## src/rtl/esn_interpreter.sv

```systemverilog
// Echo state network readout: serial signed MAC over the reservoir vector with saturation.
// Optional INTERP_SQUARE_EN: output the squared accumulator instead of its sign extension.
module esn_interpreter #(
  parameter int unsigned reservoir_size = 4,
  parameter int unsigned data_width     = 3,
  parameter int unsigned weight_size    = 2,
  parameter int unsigned layer          = 1,
  parameter logic [reservoir_size*weight_size-1:0] WEIGHTS = 8'b01_11_10_01
) (
  input  logic                                              iClk,
  input  logic                                              iRst_n,
  input  logic                                              iEn,
  input  logic [reservoir_size*data_width-1:0]              iData,
  output logic [2*(data_width+weight_size+layer):0]         oValue,
  output logic                                              oIntRdy
);

  localparam int unsigned N  = reservoir_size;
  localparam int unsigned DW = data_width;
  localparam int unsigned WS = weight_size;
  localparam int unsigned A  = data_width + weight_size + layer;
  localparam int unsigned PW = DW + WS;
  localparam int unsigned IW = (N > 1) ? $clog2(N) : 1;
  localparam int unsigned VW = 2 * A + 1;

  localparam logic [IW-1:0]       LAST_IDX = IW'(N - 1);
  localparam logic signed [A-1:0] ACC_MAX  = {1'b0, {(A-1){1'b1}}};
  localparam logic signed [A-1:0] ACC_MIN  = {1'b1, {(A-1){1'b0}}};

  typedef enum logic [1:0] {IDLE, ACC, OUT} state_t;

  state_t                 state_q, state_d;
  logic [N*DW-1:0]        data_q, data_d;
  logic signed [A-1:0]    acc_q, acc_d;
  logic [IW-1:0]          idx_q, idx_d;
  logic                   sat_q, sat_d;
  logic [VW-1:0]          value_d;
  logic                   rdy_d;

  logic signed [WS-1:0]   w_sel;
  logic signed [DW-1:0]   x_sel;
  logic signed [PW-1:0]   prod;
  logic signed [A:0]      sum;
  logic [2*A-1:0]         result;

  // One-element multiply with a guard bit so overflow shows as sum[A] != sum[A-1]
  assign w_sel = $signed(WEIGHTS[int'(idx_q)*WS +: WS]);
  assign x_sel = $signed(data_q[int'(idx_q)*DW +: DW]);
  assign prod  = w_sel * x_sel;
  assign sum   = (A+1)'(acc_q) + (A+1)'(prod);

`ifdef INTERP_SQUARE_EN
  logic signed [2*A-1:0] sq;
  assign sq     = acc_q * acc_q;
  assign result = sq;
`else
  assign result = {{A{acc_q[A-1]}}, acc_q};
`endif

  always_comb begin
    state_d = state_q;
    data_d  = data_q;
    acc_d   = acc_q;
    idx_d   = idx_q;
    sat_d   = sat_q;
    value_d = oValue;
    rdy_d   = 1'b0;
    case (state_q)
      IDLE: begin
        if (iEn) begin
          data_d  = iData;
          acc_d   = '0;
          sat_d   = 1'b0;
          idx_d   = '0;
          state_d = ACC;
        end
      end
      ACC: begin
        if (sum[A] != sum[A-1]) begin
          acc_d = sum[A] ? ACC_MIN : ACC_MAX;
          sat_d = 1'b1;
        end else begin
          acc_d = sum[A-1:0];
        end
        idx_d = idx_q + IW'(1);
        if (idx_q == LAST_IDX) begin
          state_d = OUT;
        end
      end
      OUT: begin
        value_d = {sat_q, result};
        rdy_d   = 1'b1;
        state_d = IDLE;
      end
      default: state_d = IDLE;
    endcase
  end

  always_ff @(posedge iClk or negedge iRst_n) begin
    if (!iRst_n) begin
      state_q <= IDLE;
      data_q  <= '0;
      acc_q   <= '0;
      idx_q   <= '0;
      sat_q   <= 1'b0;
      oValue  <= '0;
      oIntRdy <= 1'b0;
    end else begin
      state_q <= state_d;
      data_q  <= data_d;
      acc_q   <= acc_d;
      idx_q   <= idx_d;
      sat_q   <= sat_d;
      oValue  <= value_d;
      oIntRdy <= rdy_d;
    end
  end

endmodule

```

## config.mk

```make
export PLATFORM = sky130hd
export DESIGN_NAME = esn_interpreter
export DESIGN_NICKNAME = d
export VERILOG_FILES = /design/src/rtl/esn_interpreter.sv
export SDC_FILE = /design/constraint.sdc
export NUM_CORES = 1
export LEC_CHECK = 0
export CORE_ASPECT_RATIO = 2
export CORE_UTILIZATION = 57
export CTS_CLUSTER_DIAMETER = 100
export DETAILED_ROUTE_END_ITERATION = 16
export PLACE_DENSITY = 0.8
export SYNTH_ARGS = -nofsm -noshare
export SYNTH_HDL_FRONTEND = slang
export SYNTH_SLANG_ARGS = --single-unit
```

## constraint.sdc

```tcl
create_clock -name iClk -period 8.3 [get_ports iClk]
set_clock_uncertainty 0.2 [all_clocks]
set_input_delay 2.49 -clock iClk [delete_from_list [all_inputs] [get_ports iClk]]
set_output_delay 2.49 -clock iClk [all_outputs]
set_load 0.01 [all_outputs]
```

# == After elaboration in Yosys (flattened, before gate mapping) ==
# Cells that the tools add are included.
# word_totals
out_inout_bits,14
in_bits,15
wordCells,39
ff_bits,37
# op_classes
addsub,2
n_mux,13
reduce_logical,6
eq_ne,7
n_shift,2
n_mul,2
# op_table
op,count
$mux 6,3
$pmux 6 s2,1
$shiftx 12x5->3,1
$pmux 2 s2,2
$shiftx 8x4->2 const A,1
$add 6x5->7,1
$mux 2,3
$ne 2x2->1 const B,3
$reduce_and 2->1,3
$mul 2x3->5,1
$eq 2x2->1 const B,2
$mul 2x2->4 const B,1
$mux 1,3
$reduce_and 3->1,1
$add 2x1->2 const B,1
$eq 2x1->1 const B,1
$logic_not 2->1,1
$pmux 1 s2,1
$reduce_bool 2->1,1
$ne 1x1->1,1

# == Logic depth before layout (Yosys ltp) ==
# depth
ltp_word,7
ltp_mapped,11
depth_no_buf,11

# == Worst setup path before layout ==
# Ideal clock, no wire load.
# synth_path
path_kind,input-to-reg
startpoint,in iEn
endpoint,reg data_q[0]
path_buffers,1
setup_time_ns,0.125
arrival_ns,3.477
setup_slack_ns,4.498
required_time_ns,7.975
cell_stages,3
cell_sequence,nor3b_1 -> buf_2 -> mux2_2
# synth_between
elab_chain_len,1
# synth_lines
element,line_no,text
"start, declared",12,"input logic iEn,"
$reduce_and 2->1 (no source line),n/a,
"end signal, assigned",110,data_q <= data_d;
"end, declared",33,"logic [N*DW-1:0] data_q, data_d;"
# Every way passes these cells.
# A chain may end at the register's enable or synchronous reset.

# == Worst setup path after layout ==
# layout_path
startpoint,in iEn
endpoint,reg data_q[1]
# Same word-level chain as after synthesis.

==> results.py <==
metrics = {
    "outcome": {
        "outcome": "completed",
    },
    "cts": {
        "numCtsBuffers": 5,
        "cts_resized": 0,
        "clock-root-buffer": "clkbuf_8",
        "cts_tree": "done",
        "htreeDepth": 2,
        "clk_pin_slew_ns": 0.07,
        "holdBufCountCts": 0,
        "clkLatencyLatePin_ns": 0.28,
        "clock-sinks": 31,
        "cts.path.max_buffers": 2,
        "cts_setup_buffers": 0,
    },
    "grt": {
        "track_usage_pct": 23.89,
        "grt_pass1_wl_um": 6106,
        "grt_max_degree": 32,
        "grt.overflow.total": 0,
        "grt_pass1_vias": 1342,
        "antenna_found_initial": 0,
    },
    "route": {
        "drtPass1Iterations": 4,
        "drt-total-wl_um": 3527,
        "drt-wirelength-per-cell_um": 16.56,
        "num_vias": 1292,
        "via_per_inst": 6.066,
        "drt_iter0_drc": 29,
        "ant_nets": 0,
        "drc_errors": 0,
    },
    "sta": {
        "post-route-min-period_ns": 4.205,
        "whs_ns": 0.2882,
        "worst_pin_slew_ns": 0.9719,
        "setup_tns_ns": 0,
        "relSlewSlack_pct": 34.92,
        "rsz0062_at_grt": "false",
        "fmax_mhz": 237.8,
        "setup_viol": 0,
        "drv_slew": 0,
        "post-route-period-util_pct": 50.66,
        "hold_viol": 0,
    },
    "setup_path": {
        "path_class": "input port to flip-flop",
        "cp.arrival_ns": 4.17,
        "start_kind": "input port",
        "end_kind": "flip-flop",
        "crit_path_max_fanout": 13,
        "cp.required_ns": 8.27,
    },
    "min_path": {
        "hp-class": "flip-flop to flip-flop",
    },
    "yosys": {
        "synth-edff-count": 0,
        "yosysTopAreaCell": "dfrtp_1",
        "syn-cell-area_um2": 1841,
        "synth.yosys.warnings": 0,
        "synth-async-reset-ratio_pct": 100.0,
        "synthCells": 156,
        "synth-compound-area-share_pct": 14.34,
        "yosysMostFrequentCell": "dfrtp_1",
        "synth-xor-area-share_pct": 0.4759,
        "yosys.area_share.simple_pct": 12.03,
        "synth_ff_type": "dfrtp_1",
        "synth_area_leaders": "dfrtp_1, mux2_2, ha_1, mux4_2, fa_1",
        "yosys-top-cells-count": "dfrtp_1, mux2_2, nand2_1",
        "synth-seq-area-share_pct": 42.15,
        "ys_types": 41,
        "avgSynthCellArea_um2": 11.80,
        "synth_seq_cells": 31,
        "synth_top_family_by_area": "multiplexers",
        "syn_nets": 186,
        "synthAdderAreaFrac_pct": 11.42,
        "synth_mux_area_share_pct": 14.62,
        "yosys.area.top_type_share_pct": 42.15,
    },
    "floorplanning": {
        "row_count": 28,
        "dieArea_um2": 3474,
        "start_util_pct": 61.09,
        "coreArea_um2": 3013,
        "die_height_um": 82.36,
        "io_pins": 29,
        "dieWidth_um": 42.18,
    },
    "job": {
        "timing.max_cap.violations": 0,
    },
    "place": {
        "postPlaceCellArea_um2": 2110,
        "portBuffers": 28,
        "place_hpwl_um": 2766,
        "place_congestion": 0.7930,
    },
    "finish": {
        "drive_above_1_share_pct": 21.31,
        "fillers": 227,
        "nets": 212,
        "syn_to_final_growth_pct": 21.82,
        "diodes": 0,
        "stdcell_area_um2": 2242,
    },
}
[layout make-up]
type	count	area (um2)	area share (%)
repair buffers	29	287.8	12.83
inverters	8	30.03	1.339
clock buffers	6	72.57	3.237
flip-flops and latches	31	775.7	34.60
well taps	30	37.54	1.674
multi-input cells	107	978.4	43.64
clock inverters	2	60.06	2.679
[through the flow]
stage / worst slack [ns] / utilization, % / std cells
floorplan: 4.498 / - / 156
global placement: 3.815 / 70.02 / 205
detailed placement: 3.772 / 70.02 / 205
CTS: 4.063 / 74.42 / 213
global route: 3.977 / 74.42 / 213
finish: 4.095 / 74.42 / 213
[worst max-delay path, cell delays in order]
cell,delay [ns]
clkdlybuf4s50_1,0.47
nor3b_2,0.79
mux2_2,0.42
[sequential cells by signal (all words and copies together), names as in the netlist]
signal,flops
state_q,2
acc_q,6
oIntRdy,1
data_q,12
sat_q,1
oValue,7
idx_q,2
[cells by family (layout without fill, tap and decap cells)]
kind of cell,count (synthesis),count (layout)
AO/OA/AOI/OAI,29,29
XOR/XNOR,1,1
adder cells (fa/ha/maj),15,15
buffers and inverters,18,45
flip-flops,31,31
multiplexers,21,21
AND/OR/NAND/NOR,41,41
[layer usage]
layer	track usage, %	vias up	wire (um)
li1	-	599	-
met1	23.87	646	1179
met2	44.62	33	2077
met3	3.913	14	103
met4	15.00	0	166
met5	0	-	0
[final timing paths]
| path | start | to | slack, ns | cells past startpoint |
|---|---|---|---|---|
| worst max-delay path | iEn | data_q[1] | 4.10 | 3 |
| worst min-delay path | oValue[2] | oValue[2] | 0.29 | 2 |
| worst max register to register | idx_q[0] | sat_q | 4.59 | 10 |
| worst min register to register | oValue[2] | oValue[2] | 0.29 | 2 |
| max in group asynchronous | iRst_n | data_q[1] | 5.21 | 2 |
| min in group asynchronous | iRst_n | oValue[0] | 2.39 | 2 |
[placed cells by master (no fill, tap or decap), types with 2 or more instances in the layout]
cell and count:
dfrtp_1 31, clkdlybuf4s50_1 28, mux2_2 15, nand2_1 13, ha_1 12, inv_1 8, o21ai_0 7, nor2_1 6
nand2b_1 5, nor2b_1 5, clkbuf_8 5, mux4_2 3, a21oi_1 3, o211ai_1 3, fa_1 3, and2_1 2
o21a_1 2, o211ai_2 2, o311ai_1 2, nand3_1 2, mux2_1 2, bufinv_16 2
Power is not shown: default switching activity piles up to over one toggle a cycle in this logic, so the estimate is an artifact.
==> edit: new RTL, same settings <==
`weight_size`: 2 -> 4.
--- a/src/rtl/esn_interpreter.sv
+++ b/src/rtl/esn_interpreter.sv
@@ -3,7 +3,7 @@
 module esn_interpreter #(
   parameter int unsigned reservoir_size = 4,
   parameter int unsigned data_width     = 3,
-  parameter int unsigned weight_size    = 2,
+  parameter int unsigned weight_size    = 4,
   parameter int unsigned layer          = 1,
   parameter logic [reservoir_size*weight_size-1:0] WEIGHTS = 8'b01_11_10_01
 ) (
Interface: changed (resized oValue); port bits go from 29 to 33. The function was not compared with the original's and may differ.
==> edit against the unedited design <==
- worst setup slack got worse by 0.49 ns
- area after synthesis rose by 27%
- wire length rose by 33%
- synthesized cell count rose by 31%
- cell area rose by 21%
- sequential cell count rose by 4
- critical endpoint is now acc_q[7]
- largest cell class unchanged
Power is left out: the tool's default activity adds up to more than one toggle a clock period on the data nets, which glitch-free logic cannot reach.
==> edit: results (changes against the unedited design) <==
| Metric | Value |
|---|---|
| GPL Wtd Cong | 0.846 (+6.7%) |
| Drt wl/cell | 16.8 um (+1.3%) |
| Syn_nets | 249 (+34%) |
| CTS Buf Count | 5 (unchanged) |
| Setup WS pre-CTS | 3.63 ns (-0.146 ns) |
| Async S/R FF share, synth | 1.00 (unchanged) |
| Sequential share of the synthesized area | 0.374 (-0.0479) |
| Dpl hpwl | 3.66 mm (+32%) |
| Maximum fanout along the worst path | 12 (-1) |
| Port Buffers | 32 (+14%) |
| Total Nets Final | 273 (+29%) |
| Fillers | 304 (+34%) |
| Post-cts resize count | 0 (unchanged) |
| Initial antenna violation count | 0 (unchanged) |
| Mux share of post-synthesis cell area | 0.109 (-0.0373) |
| DR iter-0 viols | 24 (-17%) |
| Synth top cells by count | 35 x dfrtp_1, 20 x ha_1, 16 x inv_1, 16 x mux2_1, 12 x nand2_1 |
| Status | finished, final reports clean |
| Crit path max-delay family | adder cells |
| Synth Area in Compound Gates | 0.136 (-0.00790) |
| CTS Sinks | 35 (+13%) |
| Layout cells sized above 1 | 0.0965 (-0.117) |
| Adder and majority cell fraction of the synthesized area | 0.192 (+0.0779) |
| Unique cell type count in the Yosys netlist | 44 (+7.3%) |
| Worst slew pin tran | 1.02 ns (+0.0454 ns) |
| Clock buffer depth | 2 (unchanged) |
| Crit-path max cell delay | 0.61 ns (-0.18 ns) |
| Xor and xnor fraction of the mapped netlist area | 0.0187 (+0.0139) |
| Ranking of synthesized cells by area | dfrtp_1 37%, ha_1 11%, fa_1 8.5% |
| Drt via density | 5.73 (-5.5%) |
| GRT Overall Usage | 0.253 (+0.0138) |
| Vias in the first global route | 1,714 (+28%) |
| Largest regs | data_q x12, oValue x9, acc_q x8 |
| Largest net degree at the start of global routing | 36 (+13%) |
| Ys flop type | dfrtp_1 |
| YS warnings | 0 (unchanged) |
| Slowest CP cell | dfrtp_1 |
| Wire length of the first global-routing pass | 7.82 mm (+28%) |
[edit: logic make-up (layout without fill, tap and decap cells)]
family / after synthesis / after routing
compound gates: 41 / 41
simple gates: 38 / 38
flops: 35 / 35
buf+inv: 32 / 56
fa+ha+maj: 30 / 30
mux: 23 / 23
xor+xnor: 5 / 5
[edit: final cells by class]
| class | count | area, sq um | share of cell area |
|---|---|---|---|
| well taps | 51 | 63.8 | 0.0235 |
| flip-flops and latches | 35 | 876 | 0.323 |
| repair buffers | 33 | 328 | 0.121 |
| multi-input cells | 137 | 1300 | 0.479 |
| inverters | 16 | 60.1 | 0.0221 |
| clock inverters | 1 | 5.00 | 0.00184 |
| clock buffers | 6 | 82.6 | 0.0304 |
[edit: path summary, 6_finish.rpt]
check	from	to	slack (ns)	cells after the start
setup / recovery	idx_q[0]	acc_q[7]	3.60	14
hold / removal	acc_q[6]	acc_q[6]	0.29	2
setup reg to reg	idx_q[0]	acc_q[7]	3.60	14
hold reg to reg	acc_q[6]	acc_q[6]	0.29	2
max in group asynchronous	iRst_n	acc_q[2]	5.15	2
min in group asynchronous	iRst_n	oValue[16]	2.41	2
[edit: layer usage]
layer	up-vias	wire (um)	track usage
li1	759	-	-
met2	33	2750	0.449
met4	0	87	0.0881
met3	9	155	0.0429
met5	-	0	0
met1	798	1690	0.281
[edit: tightest hold or removal path, delay by kind of cell (launching register included)]
family	cells	cell delay [ns]
flops	1	0.35
simple gates	1	0.06
compound gates	1	0.06
[edit: metrics by stage]
step                      hold WS (ns)  instance area (sq um)  utilization  cells
after detailed placement         0.276                   2630        0.676    272
after global routing             0.312                   2710        0.699    279
final                            0.290                   2710        0.699    279
after global placement           0.269                   2630        0.676    272
after CTS                        0.295                   2710        0.699    279
after floorplan                  0.250                   2340            -    204
